[config.mk]
export PLATFORM = sky130hd
export DESIGN_NAME = matrix_block_scheduler
export DESIGN_NICKNAME = d
export VERILOG_FILES = /design/src/rtl/matrix_block_scheduler.sv
export SDC_FILE = /design/constraint.sdc
export NUM_CORES = 1
export LEC_CHECK = 0
export CELL_PAD_IN_SITES_DETAIL_PLACEMENT = 1
export CELL_PAD_IN_SITES_GLOBAL_PLACEMENT = 2
export CORE_MARGIN = 5
export CORE_UTILIZATION = 37
export DETAILED_ROUTE_END_ITERATION = 16
export DONT_BUFFER_PORTS = 1
export PLACE_DENSITY_LB_ADDON = 0.1
export SYNTH_ARGS = -nofsm -noshare
export SYNTH_HDL_FRONTEND = slang
export SYNTH_SLANG_ARGS = --single-unit
[constraint.sdc]
create_clock -name clk -period 1.85 [get_ports clk]
set_input_delay 0.185 -clock clk [delete_from_list [all_inputs] [get_ports clk]]
set_output_delay 0.185 -clock clk [all_outputs]
set_load 0.05 [all_outputs]
[src/rtl/matrix_block_scheduler.sv]
// matrix_block_scheduler
// Sequences the shared 2x2-block MAC unit for the 4x4 matrix datapaths.
// Each pass walks output blocks C[i][j] in row-major order; for every block it
// issues k=0 (accumulator clear) then k=1 sub-operations, then strobes a
// write-back. After iter_count passes, done is held for OUT_HOLD cycles.
//
// Build option: define MATRIX_SCHED_TIMEOUT_EN to abort a WAIT that sees no
// res_valid within TIMEOUT cycles (sets sticky err, skips write-back, goes to
// HOLD). Without it WAIT lasts indefinitely and err stays 0.
module matrix_block_scheduler #(
   parameter int ITER_W   = 8,
   parameter int OUT_HOLD = 10,
   parameter int TIMEOUT  = 64
) (
   input  logic              clk,
   input  logic              rst,
   input  logic              start,
   input  logic [ITER_W-1:0] iter_count,
   output logic              op_valid,
   input  logic              op_ready,
   output logic              op_i,
   output logic              op_j,
   output logic              op_k,
   output logic              op_clr_acc,
   input  logic              res_valid,
   output logic              wb_en,
   output logic              wb_i,
   output logic              wb_j,
   output logic [ITER_W-1:0] pass_left,
   output logic              busy,
   output logic              done,
   output logic              err
);

`ifdef MATRIX_SCHED_TIMEOUT_EN
   localparam bit TO_EN = 1'b1;
`else
   localparam bit TO_EN = 1'b0;
`endif

   localparam int TW = $clog2(TIMEOUT + 1);

   localparam logic [2:0] S_IDLE  = 3'd0;
   localparam logic [2:0] S_ISSUE = 3'd1;
   localparam logic [2:0] S_WAIT  = 3'd2;
   localparam logic [2:0] S_WRITE = 3'd3;
   localparam logic [2:0] S_NEXT  = 3'd4;
   localparam logic [2:0] S_HOLD  = 3'd5;

   logic [2:0]        state;
   logic              i_q;
   logic              j_q;
   logic              k_q;
   logic [ITER_W-1:0] pass_q;
   logic [7:0]        hold_cnt;
   logic [TW-1:0]     wait_cnt;
   logic              err_q;

   // Control FSM with block indices, pass counter, hold and wait counters
   always_ff @(posedge clk or posedge rst) begin
      if (rst) begin
         state    <= S_IDLE;
         i_q      <= 1'b0;
         j_q      <= 1'b0;
         k_q      <= 1'b0;
         pass_q   <= '0;
         hold_cnt <= '0;
         wait_cnt <= '0;
         err_q    <= 1'b0;
      end else begin
         case (state)
            S_IDLE: begin
               if (start) begin
                  pass_q   <= iter_count;
                  i_q      <= 1'b0;
                  j_q      <= 1'b0;
                  k_q      <= 1'b0;
                  err_q    <= 1'b0;
                  hold_cnt <= '0;
                  state    <= (iter_count != '0) ? S_ISSUE : S_HOLD;
               end
            end
            S_ISSUE: begin
               // indices stay put until the unit takes the request
               if (op_ready) begin
                  wait_cnt <= '0;
                  state    <= S_WAIT;
               end
            end
            S_WAIT: begin
               if (res_valid) begin
                  if (!k_q) begin
                     k_q   <= 1'b1;
                     state <= S_ISSUE;
                  end else begin
                     state <= S_WRITE;
                  end
               end else if (TO_EN && (wait_cnt == TW'(TIMEOUT - 1))) begin
                  // abandon the outstanding op; no write-back for this block
                  err_q    <= 1'b1;
                  k_q      <= 1'b0;
                  hold_cnt <= '0;
                  state    <= S_HOLD;
               end else begin
                  wait_cnt <= wait_cnt + TW'(1);
               end
            end
            S_WRITE: begin
               k_q <= 1'b0;
               if (i_q && j_q) begin
                  state <= S_NEXT;
               end else begin
                  if (j_q) begin
                     j_q <= 1'b0;
                     i_q <= 1'b1;
                  end else begin
                     j_q <= 1'b1;
                  end
                  state <= S_ISSUE;
               end
            end
            S_NEXT: begin
               i_q <= 1'b0;
               j_q <= 1'b0;
               if (pass_q != '0) begin
                  pass_q <= pass_q - ITER_W'(1);
               end
               if (pass_q <= ITER_W'(1)) begin
                  hold_cnt <= '0;
                  state    <= S_HOLD;
               end else begin
                  state <= S_ISSUE;
               end
            end
            S_HOLD: begin
               // start is deliberately not looked at here
               if (hold_cnt == 8'(OUT_HOLD - 1)) begin
                  hold_cnt <= '0;
                  state    <= S_IDLE;
               end else begin
                  hold_cnt <= hold_cnt + 8'd1;
               end
            end
            default: begin
               state <= S_IDLE;
            end
         endcase
      end
   end

   // Outputs decoded from state; indices come straight from the counters
   always_comb begin
      op_valid   = (state == S_ISSUE);
      op_i       = i_q;
      op_j       = j_q;
      op_k       = k_q;
      op_clr_acc = (state == S_ISSUE) && !k_q;
      wb_en      = (state == S_WRITE);
      wb_i       = i_q;
      wb_j       = j_q;
      pass_left  = pass_q;
      busy       = (state != S_IDLE);
      done       = (state == S_HOLD);
      err        = TO_EN ? err_q : 1'b0;
   end

endmodule

Word-level counts from Yosys, hierarchy flattened
Index checks and enable logic that the tools add are counted.
- memory bits (read-only): 0
- output and inout bits: 19
- latch bits: 0
- memories: 0
- word-level logic and storage cells: 65
- flip-flop bits (word level): 22
- bits in writable memories: 0
- bitwise logic cells: 0
- shift operators: 0
- $lt $le $gt $ge: 1
- add/sub/neg operators: 2
- mux-type cells: 25
- reduce and logical (&&, ||, !) cells: 17
- eq/ne operators: 14
- multipliers: 0
- div/mod/pow operators: 0
- operator list (operator ; count):
    $mux 8 ; 5
    $pmux 8 s3 ; 1
    $mux 3 ; 7
    $pmux 3 s6 ; 1
    $pmux 8 s2 ; 1
    $reduce_bool 8->1 ; 2
    $reduce_and 3->1 ; 4
    $reduce_bool 3->1 ; 4
    $ne 2x2->1 const B ; 5
    $pmux 1 s3 ; 3
    $add 8x1->8 const B ; 1
    $eq 8x4->1 const B ; 1
    $le 8x1->1 const B ; 1
    $reduce_and 4->1 ; 2
    $sub 8x1->8 const B ; 1
    $eq 3x2->1 const B ; 2
    $eq 3x3->1 const B ; 2
    $mux 1 ; 6
    $ne 2x1->1 const B ; 3
    $eq 3x1->1 const B ; 1
    $logic_not 3->1 ; 1
    $logic_and 1x1->1 ; 2
    $mux 2 ; 1
    $reduce_bool 2->1 ; 1
    $logic_not 1->1 ; 1

Longest topological paths before layout
Gate-level depths: netlist of the first run.
- depth after elaboration: 4
- gate-level depth with buffers: 7
- mapped depth without buffers: 6

Least setup slack after synthesis of the first run
OpenSTA, ideal clock, no wires.
- kind: reg2out
- start point: reg state[0]
- end point: out op_clr_acc
- path slack: -1028 ps
- cell stages (with the launch flop): 4
- required time: 1665 ps
- arrival time: 2693 ps
- buffers on the path: 1
- cell sequence: dfrtp_1 > clkbuf_1 > nor3b_1 > nor2b_1
- word-level cells in the longest chain between the ends: 2
- RTL lines (what ; RTL line ; source):
    from (decl) ; 50 ; logic [2:0] state;
    from (signal assigned) ; 80 ; state <= (iter_count != '0) ? S_ISSUE : S_HOLD;
    $eq 3x1->1 ; n/a ;
    via op_valid ; 19 ; output logic op_valid,
    $logic_and 1x1->1 ; 157 ; op_clr_acc = (state == S_ISSUE) && !k_q;
    to (decl) ; 24 ; output logic op_clr_acc,
The timed path passes the listed nets, and every way through them passes these cells.

Final worst setup path of the first run
- start point: reg pass_q[0], in the netlist pass_left[0]
- end point: reg hold_cnt[3]
- word-level cells in the longest chain between the ends: 3
- RTL lines (what ; RTL line ; source):
    from (decl) ; 54 ; logic [ITER_W-1:0] pass_q;
    from (signal assigned) ; 74 ; pass_q <= iter_count;
    from (signal assigned) ; 126 ; pass_q <= pass_q - ITER_W'(1);
    $le 8x1->1 ; 128 ; if (pass_q <= ITER_W'(1)) begin
    $ne 2x2->1 (no line) ; n/a ;
    $reduce_and 3->1 (no line) ; n/a ;
    to (signal assigned) ; 141 ; hold_cnt <= hold_cnt + 8'd1;
    to (decl) ; 55 ; logic [7:0] hold_cnt;
No other way between the ends.
A chain may end at the register's enable or synchronous reset.

==> summary.txt, run 1 <==
Detailed routing
  – Routed vias/inst: 5.74
  – Initial DRC count: 60
  – Vias: 1331
  – Drc violations: 0
  – Final wirelength: 3980 µm
  – DR pass1 iterations: 6
  – Routed length per instance: 17.2 µm
  – Routed Antenna Nets: 0

Floorplan
  – FP Rows: 22
  – DIE WIDTH: 72.8 µm
  – Full die area: 5290 µm²
  – Initial Util: 38.9%
  – Die Height: 72.8 µm
  – Placeable Area: 3740 µm²
  – Ports: 32

Cells and area
  – Commonest non-fill, non-tap cell in the layout: buf_4
  – Design area: 1770 µm²
  – P&R area growth vs syn: 21.1%
  – Most frequent cells in the layout: 26 x buf_4, 17 x dfrtp_1, 11 x o21ai_0
  – N_diodes: 0
  – # nets final: 203
  – Non-filler cells, final: 232
  – Ratio of cells with drive above 1 in the final layout: 27.2%

GRT
  – First-pass GRT wire length: 6920 µm
  – Initial antenna violation count: 0
  – Pin count of the biggest net entering global routing: 23
  – GR Overflow Total: 0
  – Vias in the first global route: 1433
  – Total track usage: 16.3%

Clock network
  – Number of buffers created by CTS: 3
  – Clk buf depth: 2
  – Postcts setup bufs: 0
  – Skew-Pair Late Insertion Delay: 260 ps
  – Clock root cell: clkbuf_8
  – Clock-pin slew on the worst setup and hold paths: 80 ps
  – TritonCTS clock tree: yes
  – Num Clock Sinks: 22
  – Htree depth: 1

Critical path
  – Worst path slowest cell: dfrtp_2
  – Critical path startpoint category: flop
  – WP data required: 2050 ps
  – R2r endpoint: hold_cnt[3]
  – Crit path DAT: 1940 ps
  – Worst-path fanout max: 7
  – Critical path cell sequence: inv_2, ha_1, or2_2, a311oi_1, or2_4, a22o_2
  – R2r startpoint: pass_left[0]
  – Flop2flop setup slack: 120 ps
  – Worst Setup Path Type: flop to flop
  – Max incr delay on CP: 410 ps
  – Worst R2R Path Depth: 6
  – CP endpoint kind: flop

STA
  – Period minus WS final: 1730 ps
  – Final critical-path share of the clock period: 93.8%
  – Final setup skew: 5.25 ps
  – PnR worst setup slack: 116 ps
  – FMAX: 577 MHz
  – Final setup viols: 0
  – Slew Viols, Final: 0
  – RSZ-0062 raised after global routing: false
  – Fin Setup TNS: 0 ps
  – Final hold violations: 0

Pwr
  – Net Sw Frac: 51.5%
  – Sw power: 1.59 mW
  – Seq pwr share: 27.1%
  – Internal: 1.50 mW
  – Leakage: 0.766 nW
  – Max VDD drop: 0.703 mV
  – Clock share of power: 10.1%
  – Logic pwr share: 62.8%
  – Power per Cell Area: 1750 nW/µm²

Synth
  – Syn nets: 181
  – Compound-Gate Fraction of Synth Area: 21.9%
  – Sequential area share after synthesis: 37.8%
  – Post-synth EDFFs: 0
  – Syn Inst Count: 163
  – Synth Area in Adders: 4.29%
  – Post-synth ARST share: 100%
  – Flops & latches, synth: 22
  – Top FF cell, synth: dfrtp_1
  – Avg Cell Area, Syn: 8.94 µm²
  – Simple-gate area share of the yosys netlist: 27.8%
  – Distinct cells, synth: 49
  – Total of warnings raised by yosys: 0
  – Synth Cell Area: 1460 µm²
  – Mux cell area share after synthesis: 1.55%
  – Xor/xnor share of the synthesized area: 0.601%
  – Largest family of logic cells by synthesized area: simple AND/OR/NAND/NOR gates

Placement
  – Number of port buffers: 0
  – DP HPWL: 3080 µm
  – Dpl ws: 26.5 ps
  – Area after DPL: 1700 µm²
  – Routability congestion estimate: 0.852
  – Dpl cells: 227

Worst hold path
  – Worst Hold End: state[1]
  – Hold path cells: 2
  – Worst min path class: input pin to flop
  – Hold wc startpoint: op_ready

Run
  – Max-Cap Viols: 0

Status
  – Outcome: complete, no violations
## state kept, by name (all words and copies together), names as in the netlist
signal and cells:
op_j 1, pass_left 8, state 3, op_k 1
op_i 1, hold_cnt 8
## area by class of cell
cell class                      instances  area (µm²)
Fill cell                             452        1980
Sequential cell                        22         557
Inverter                                6        22.5
Tap cell                               48        60.1
Multi-Input combinational cell        124         856
Timing Repair Buffer                   28         225
Clock buffer                            4        45.0
## worst max-delay path: cells and delay by family, from the launching register on
kind | cells | cell delay, ps
AOI/OAI and AO/OA | 2 | 460
buffers and inverters | 1 | 50
DFF | 1 | 410
adders and majority gates | 1 | 220
and+or+nand+nor | 2 | 530
## power by group through the flow
| stage | logic, mW | registers (mW) | clock network, mW |
|---|---|---|---|
| after global routing | 2.08 | 0.870 | 0.349 |
| after detailed placement | 1.94 | 0.843 | 0 |
| after CTS | 1.94 | 0.835 | 0.327 |
| final | 1.94 | 0.838 | 0.311 |
| after global placement | 1.91 | 0.832 | 0 |
| after floorplan | 0.949 | 1.23 | 0 |
## layer usage
layer  global-route usage (%)  vias up  wire length (µm)
met3                     5.37        4               271
met4                     2.05        0                17
met1                     20.1      650              1770
met5                        0        -                 0
met2                     28.5       30              1920
li1                         -      647                 -
## cells by family after synthesis
logic type,count (synthesis)
mux,2
flops,22
fa+ha+maj,5
other cells,1
buf+inv,17
simple gates,68
compound gates,47
xor+xnor,1
## Yosys cell counts, types with 2 or more instances
cell type  count  share of area, %
a211o_1        4               2.4
a21oi_1       10               3.4
a31oi_1        4               1.7
and3_1         3               1.3
buf_2          2              0.69
buf_4          3               1.5
clkbuf_1       5               1.3
dfrtp_1       22                38
ha_1           5               4.3
inv_1          6               1.5
mux2_2         2               1.5
nand2_1        7               1.8
nand2b_1       3               1.3
nand3_1        7               2.4
nand3b_1       4               2.1
nand4_1        4               1.7
nor2_1         8               2.1
nor2b_1        2              0.86
nor3_1        10               3.4
nor3b_1        5               2.6
o21ai_0       11               3.8
o2bb2ai_1      6               3.6
or3_1          2              0.86
or4_1          3               1.5
## how the worst max path moves through the flow
stage | startpoint | slack, ps | end
after CTS | pass_left[0] | 10 | hold_cnt[3]
after detailed placement | pass_left[0] | 30 | hold_cnt[3]
after global placement | pass_left[0] | 70 | hold_cnt[3]
final | pass_left[0] | 120 | hold_cnt[3]
after global routing | pass_left[0] | 2 | hold_cnt[2]
after floorplan | state[1] | 4 | state[2]
## per-stage QoR
stage	total power, mW	utilization (%)	hold slack, ps
after CTS	3.11	46.8	87.1
after global placement	2.74	45.3	135
after global routing	3.30	47.2	95.9
final	3.09	47.2	89.9
after detailed placement	2.78	45.3	143
after floorplan	2.18	-	174
## repair_timing
action,in CTS,in global routing
hold endpoints to repair,22,0
endpoints found under the setup margin,0,8
gates resized for setup,0,4
hold buffers,1,0
No activity file was read; power rests on OpenSTA's default activity.
==> inputs of run 2 (changes only) <==
--- a/config.mk
+++ b/config.mk
@@ -8,9 +8,10 @@
 export CELL_PAD_IN_SITES_DETAIL_PLACEMENT = 1
 export CELL_PAD_IN_SITES_GLOBAL_PLACEMENT = 2
 export CORE_MARGIN = 5
-export CORE_UTILIZATION = 37
+export CORE_UTILIZATION = 40
 export DETAILED_ROUTE_END_ITERATION = 16
 export DONT_BUFFER_PORTS = 1
+export GPL_TIMING_DRIVEN = 0
 export PLACE_DENSITY_LB_ADDON = 0.1
 export SYNTH_ARGS = -nofsm -noshare
 export SYNTH_HDL_FRONTEND = slang
==> constraint.sdc (replaced) <==
create_clock -name clk -period 2.07 [get_ports clk]
set_input_delay 0.207 -clock clk [delete_from_list [all_inputs] [get_ports clk]]
set_output_delay 0.207 -clock clk [all_outputs]
set_load 0.05 [all_outputs]
==> summary.txt, run 2 (same netlist as run 1, synthesis figures left out) <==
STA
  – Final hold violations: 0 (unchanged)
  – Slew Viols, Final: 0 (unchanged)
  – Fin Setup TNS: 0 ps (unchanged)
  – Final setup viols: 0 (unchanged)
  – Rel. slew slack: 39.6%
  – Final critical-path share of the clock period: 98.0%
  – RSZ-0062 raised after global routing: true
  – FMAX: 493 MHz
  – Period minus WS final: 2030 ps
  – Worst-margin pin slew: 905 ps
  – Final setup skew: 4.04 ps (-1.21 ps)

Clock network
  – Clock root cell: clkbuf_8
  – Clock-pin slew on the worst setup and hold paths: 90 ps (about the same)
  – TritonCTS clock tree: yes
  – Number of buffers created by CTS: 3 (unchanged)
  – Hold-fix buffers at CTS: 0 (-1)
  – Htree depth: 1 (unchanged)
  – Skew-Pair Late Insertion Delay: 270 ps (about the same)
  – Clk buf depth: 2 (unchanged)
  – Num Clock Sinks: 22 (unchanged)

Critical path
  – Worst-path fanout max: 10 (+3)
  – WP data required: 1860 ps (-190 ps)
  – Critical path startpoint category: flop
  – Worst Setup Path Type: flop to primary output
  – CP endpoint kind: primary output
  – Crit path DAT: 1820 ps (-120 ps)

Detailed routing
  – Routed Antenna Nets: 0 (unchanged)
  – Routed length per instance: 19.0 µm (+11%)
  – Routed vias/inst: 6.01 (+4.7%)
  – DRT met1 WL: 1800 µm (+1.8%)
  – Initial DRC count: 22 (-63%)
  – Metal2 WL: 2160 µm (+12%)
  – Top routing layer in use: met4
  – Vias: 1322 (-0.68%)
  – Drc violations: 0 (unchanged)
  – Final wirelength: 4180 µm (+5.1%)
  – Met3 Wirelength: 173 µm (-36%)
  – DR pass1 iterations: 2 (-4)

Pwr
  – Power per Cell Area: 1570 nW/µm² (-11%)
  – Max VDD drop: 0.751 mV (+6.8%)
  – Leakage: 0.700 nW (-8.6%)

Floorplan
  – Initial Util: 40.4% (+1.5 points)
  – Placeable Area: 3610 µm² (-3.7%)
  – FP Rows: 22 (unchanged)
  – DIE WIDTH: 70.4 µm (-3.3%)
  – Die Height: 70.4 µm (-3.3%)
  – Full die area: 4950 µm² (-6.5%)
  – Ports: 32 (unchanged)

Cells and area
  – P&R area growth vs syn: 14.5%
  – Fillers: 433 (-4.2%)
  – N_diodes: 0 (unchanged)
  – Commonest non-fill, non-tap cell in the layout: dfrtp_1
  – Ratio of cells with drive above 1 in the final layout: 22.7% (-4.5 points)
  – Non-filler cells, final: 220 (-5.2%)
  – # nets final: 191 (-5.9%)
  – Most frequent cells in the layout: 15 x dfrtp_1, 11 x o21ai_0, 10 x nor3_1, 10 x a21oi_1, 9 x buf_4

GRT
  – Vias in the first global route: 1420 (-0.91%)
  – Total track usage: 17.3% (+1.0 points)
  – GR Overflow Total: 0 (unchanged)
  – Pin count of the biggest net entering global routing: 23 (unchanged)
  – Initial antenna violation count: 0 (unchanged)
  – First-pass GRT wire length: 6800 µm (-1.8%)

Placement
  – Routability congestion estimate: 0.759 (-11%)
  – Dpl cells: 211 (-7.0%)
  – DP HPWL: 3030 µm (-1.8%)
  – Number of port buffers: 0 (unchanged)

Worst hold path
  – Worst min path class: input pin to asynchronous set/reset pin

Run
  – Max-Cap Viols: 0 (unchanged)

Status
  – Outcome: complete, no violations
run 2: cell count changes in the layout (fill, tap and decap cells not counted), moves of 2 or more:
cell / delta
clkbuf_8: +2
dfrtp_2: +2
dfrtp_1: -2
buf_4: -17
run 2: power breakdown:
group	switching [mW]	total (mW)	internal (mW)
clock	0.154	0.324	0.170
sequential	0.580	1.15	0.569
combinational	0.695	1.14	0.446
run 2: metal layers:
layer  vias up  track usage [%]
li1        624                -
met1       673             20.3
met2        21             30.1
met3         4             4.17
met4         0             6.81
met5         -                0
run 2: worst paths after layout:
| check | endpoint | slack (ps) | from | cells after the start |
|---|---|---|---|---|
| setup / recovery | op_clr_acc | 40 | state[2] | 3 |
| hold / removal | pass_left[3] | 10 | rst | 1 |
| setup reg to reg | hold_cnt[1] | 90 | pass_left[0] | 7 |
| hold reg to reg | hold_cnt[7] | 550 | hold_cnt[7] | 1 |
| max in group asynchronous | state[0] | 1440 | rst | 1 |
| min in group clk | state[1] | 90 | op_ready | 2 |
run 2: worst max-delay path: stages, from the launching register on:
cell,delay [ps]
dfrtp_1,400
buf_4,180
nor3b_4,520
nor2b_4,450
run 2: layout make-up:
cell class / instances / area, µm² / share of cell area [%]
multi-input cells: 124 / 847 / 50.7
flip-flops and latches: 22 / 559 / 33.5
plain buffers: 11 / 87.6 / 5.25
well taps: 48 / 60.1 / 3.60
clock buffers: 4 / 55.1 / 3.30
repair buffers: 5 / 37.5 / 2.25
inverters: 6 / 22.5 / 1.35
run 2: metrics by stage:
stage          hold WS (ps)  setup WS (ps)  total power [mW]  util [%]  area, µm²
2_1_floorplan           196           15.1              1.92         -       1470
3_3_place_gp            337           -164              2.11      42.5       1530
3_5_place_dp            346           -229              2.15      42.5       1530
4_1_cts                53.4          -41.3              2.54      45.1       1630
5_1_grt                87.3          -29.1              2.77      46.3       1670
6_report               13.5           42.0              2.61      46.3       1670
run 2: repair_timing:
item	4_1_cts	5_1_grt
gates resized for setup	13	8
pin swaps	2	1
setup endpoints to repair	14	8
setup buffers	1	4
==> inputs of run 3 (changes only) <==
--- a/config.mk
+++ b/config.mk
@@ -5,14 +5,16 @@
 export SDC_FILE = /design/constraint.sdc
 export NUM_CORES = 1
 export LEC_CHECK = 0
+export ABC_AREA = 1
 export CELL_PAD_IN_SITES_DETAIL_PLACEMENT = 1
 export CELL_PAD_IN_SITES_GLOBAL_PLACEMENT = 2
 export CORE_MARGIN = 5
-export CORE_UTILIZATION = 40
+export CORE_UTILIZATION = 36
 export DETAILED_ROUTE_END_ITERATION = 16
 export DONT_BUFFER_PORTS = 1
 export GPL_TIMING_DRIVEN = 0
 export PLACE_DENSITY_LB_ADDON = 0.1
+export SKIP_CTS_REPAIR_TIMING = 1
 export SYNTH_ARGS = -nofsm -noshare
 export SYNTH_HDL_FRONTEND = slang
 export SYNTH_SLANG_ARGS = --single-unit
==> summary.txt, run 3 <==
Pwr
  – Leakage: 0.890 nW (+27%)
  – Power Total: 2.62 mW (+0.17%)
  – Clock share of power: 10.7% (-1.7 points)
  – Internal: 1.03 mW (-13%)
  – Logic pwr share: 47.0% (+3.4 points)
  – Seq pwr share: 42.3% (-1.7 points)
  – Power per Cell Area: 1560 nW/µm² (-0.43%)
  – Max VDD drop: 0.738 mV (-1.6%)
  – Sw power: 1.59 mW (+11%)
  – Net Sw Frac: 60.8% (+6.2 points)

Synth
  – Distinct cells, synth: 22 (-55%)
  – Post-synth ARST share: 100% (unchanged)
  – Syn nets: 253 (+40%)
  – Syn Inst Count: 235 (+44%)
  – Flops & latches, synth: 22 (unchanged)
  – Sequential area share after synthesis: 35.5% (-2.3 points)
  – Cell with the most instances after synthesis: nand2_1
  – Synth Cell Area: 1550 µm² (+6.5%)
  – Post-synth EDFFs: 0 (unchanged)
  – Total of warnings raised by yosys: 0 (unchanged)
  – Synth cell count leaders: 85 x nand2_1, 29 x nor2_1, 24 x nand3_1, 22 x dfrtp_1, 21 x inv_1
  – Yosys top cell area share: 35.5% (-2.3 points)
  – Synth area leaders: dfrtp_1 35%, nand2_1 21%, nand3_1 7.7%
  – Avg Cell Area, Syn: 6.61 µm² (-26%)
  – Top FF cell, synth: dfrtp_1
  – Yosys top cell by area: dfrtp_1

GRT
  – GR Overflow Total: 0 (unchanged)
  – Total track usage: 16.2% (-1.1 points)
  – Initial antenna violation count: 0 (unchanged)
  – First-pass GRT wire length: 7250 µm (+6.6%)
  – Vias in the first global route: 1531 (+7.8%)
  – Pin count of the biggest net entering global routing: 23 (unchanged)

Run
  – Max-Cap Viols: 0 (unchanged)

Floorplan
  – FP Rows: 23 (+4.5%)
  – Initial Util: 38.0% (-2.4 points)
  – DIE WIDTH: 75.7 µm (+7.5%)
  – Full die area: 5730 µm² (+16%)
  – Die Height: 75.7 µm (+7.5%)
  – Ports: 32 (unchanged)
  – Placeable Area: 4090 µm² (+13%)

STA
  – Final setup skew: 2.57 ps (-1.47 ps)
  – FMAX: 527 MHz (+6.8%)
  – Final setup viols: 0 (unchanged)
  – Worst-margin pin slew: 927 ps (+21.7 ps)
  – RSZ-0062 raised after global routing: false
  – Final hold violations: 0 (unchanged)
  – Final critical-path share of the clock period: 91.7% (-6.2 points)
  – PnR worst setup slack: 171 ps (+129 ps)
  – Rel. slew slack: 38.1% (-1.5 points)
  – Fin Setup TNS: 0 ps (unchanged)
  – Slew Viols, Final: 0 (unchanged)
  – Period minus WS final: 1900 ps (-129 ps)

Clock network
  – TritonCTS clock tree: yes
  – Clock-pin slew on the worst setup and hold paths: 90 ps (about the same)
  – Num Clock Sinks: 22 (unchanged)
  – Clk buf depth: 2 (unchanged)
  – Skew-Pair Late Insertion Delay: 260 ps (about the same)
  – Clock root cell: clkbuf_8
  – Htree depth: 1 (unchanged)
  – Number of buffers created by CTS: 3 (unchanged)

Detailed routing
  – Metal2 WL: 2030 µm (-5.8%)
  – Vias: 1463 (+11%)
  – Routed vias/inst: 5.08 (-15%)
  – Final wirelength: 4180 µm (-0.12%)
  – DRT met1 WL: 1890 µm (+5.3%)
  – Met3 Wirelength: 231 µm (+34%)
  – Drc violations: 0 (unchanged)
  – Initial DRC count: 56 (+150%)
  – Top routing layer in use: met4
  – Routed length per instance: 14.5 µm (-24%)
  – Routed Antenna Nets: 0 (unchanged)
  – DR pass1 iterations: 4 (+2)

Critical path
  – Critical path startpoint category: flop
  – Crit path DAT: 1690 ps (-130 ps)
  – Worst Setup Path Type: flop to primary output
  – Max incr delay on CP: 430 ps (-90 ps)
  – WP data required: 1860 ps (about the same)
  – Critical path cell sequence: inv_1, nand2_2, nor2_4, inv_1, nor2_4
  – CP endpoint kind: primary output
  – Worst-path fanout max: 3 (-7)
  – Worst path slowest cell: dfrtp_1

Cells and area
  – Design area: 1680 µm² (+0.60%)
  – N_diodes: 0 (unchanged)
  – Most frequent cells in the layout: 84 x nand2_1, 26 x nor2_1, 24 x nand3_1
  – Final Core Density: 41.1% (-5.2 points)
  – Commonest non-fill, non-tap cell in the layout: nand2_1
  – Ratio of cells with drive above 1 in the final layout: 13.0% (-9.6 points)
  – # nets final: 258 (+35%)
  – P&R area growth vs syn: 8.14%

Placement
  – Routability congestion estimate: 0.816 (+7.6%)
  – Dpl ws: -110 ps (+119 ps)
  – Area after DPL: 1620 µm² (+5.6%)
  – Number of port buffers: 0 (unchanged)
  – DP HPWL: 3280 µm (+8.4%)

Status
  – Outcome: complete, no violations

Worst hold path
  – Worst min path class: input pin to asynchronous set/reset pin
[run 3: worst paths after layout]
path,start,to,slack (ps),cells after the start
hold / removal,rst,hold_cnt[5],30,1
hold reg to reg,hold_cnt[1],hold_cnt[1],560,2
setup / recovery,state[1],op_clr_acc,170,5
setup reg to reg,state[0],op_j,230,6
max in group asynchronous,rst,pass_left[0],1410,1
min in group clk,res_valid,op_k,150,2
[run 3: final cells by class]
class,count,area [µm²]
Tap cell,50,62.6
Sequential cell,22,553
Buffer,4,27.5
Fill cell,563,2410
Clock buffer,3,41.3
Inverter,26,97.6
Multi-Input combinational cell,183,897
[run 3: critical path, delay by kind of cell, from the launching register on]
family	cells	cell delay, ps
AND/OR/NAND/NOR	3	740
flip-flops	1	430
buffers and inverters	2	240
[run 3: metal layers]
layer,up-vias,global-route usage [%]
met1,693,21.2
li1,738,-
met2,30,27.7
met3,2,3.83
met4,0,2.91
met5,-,0
[run 3: through the flow]
stage                     cells  hold WS (ps)
after detailed placement    285           369
after CTS                   288          79.7
after floorplan             235           196
after global placement      285           342
final                       288          33.9
after global routing        288           128
[run 3: power by group through the flow]
| stage | clock (mW) | sequential, mW | combinational (mW) |
|---|---|---|---|
| floorplan | 0 | 1.06 | 0.991 |
| global placement | 0 | 1.10 | 1.16 |
| detailed placement | 0 | 1.11 | 1.22 |
| CTS | 0.287 | 1.10 | 1.22 |
| global route | 0.304 | 1.14 | 1.39 |
| finish | 0.279 | 1.11 | 1.23 |
[run 3: kinds of logic after synthesis]
logic type | Yosys count | share of synthesized area (%)
simple gates | 163 | 47.3
buf+inv | 30 | 8.06
flops | 22 | 35.5
compound gates | 13 | 4.35
fa+ha+maj | 5 | 4.03
xor+xnor | 1 | 0.564
other cells | 1 | 0.242
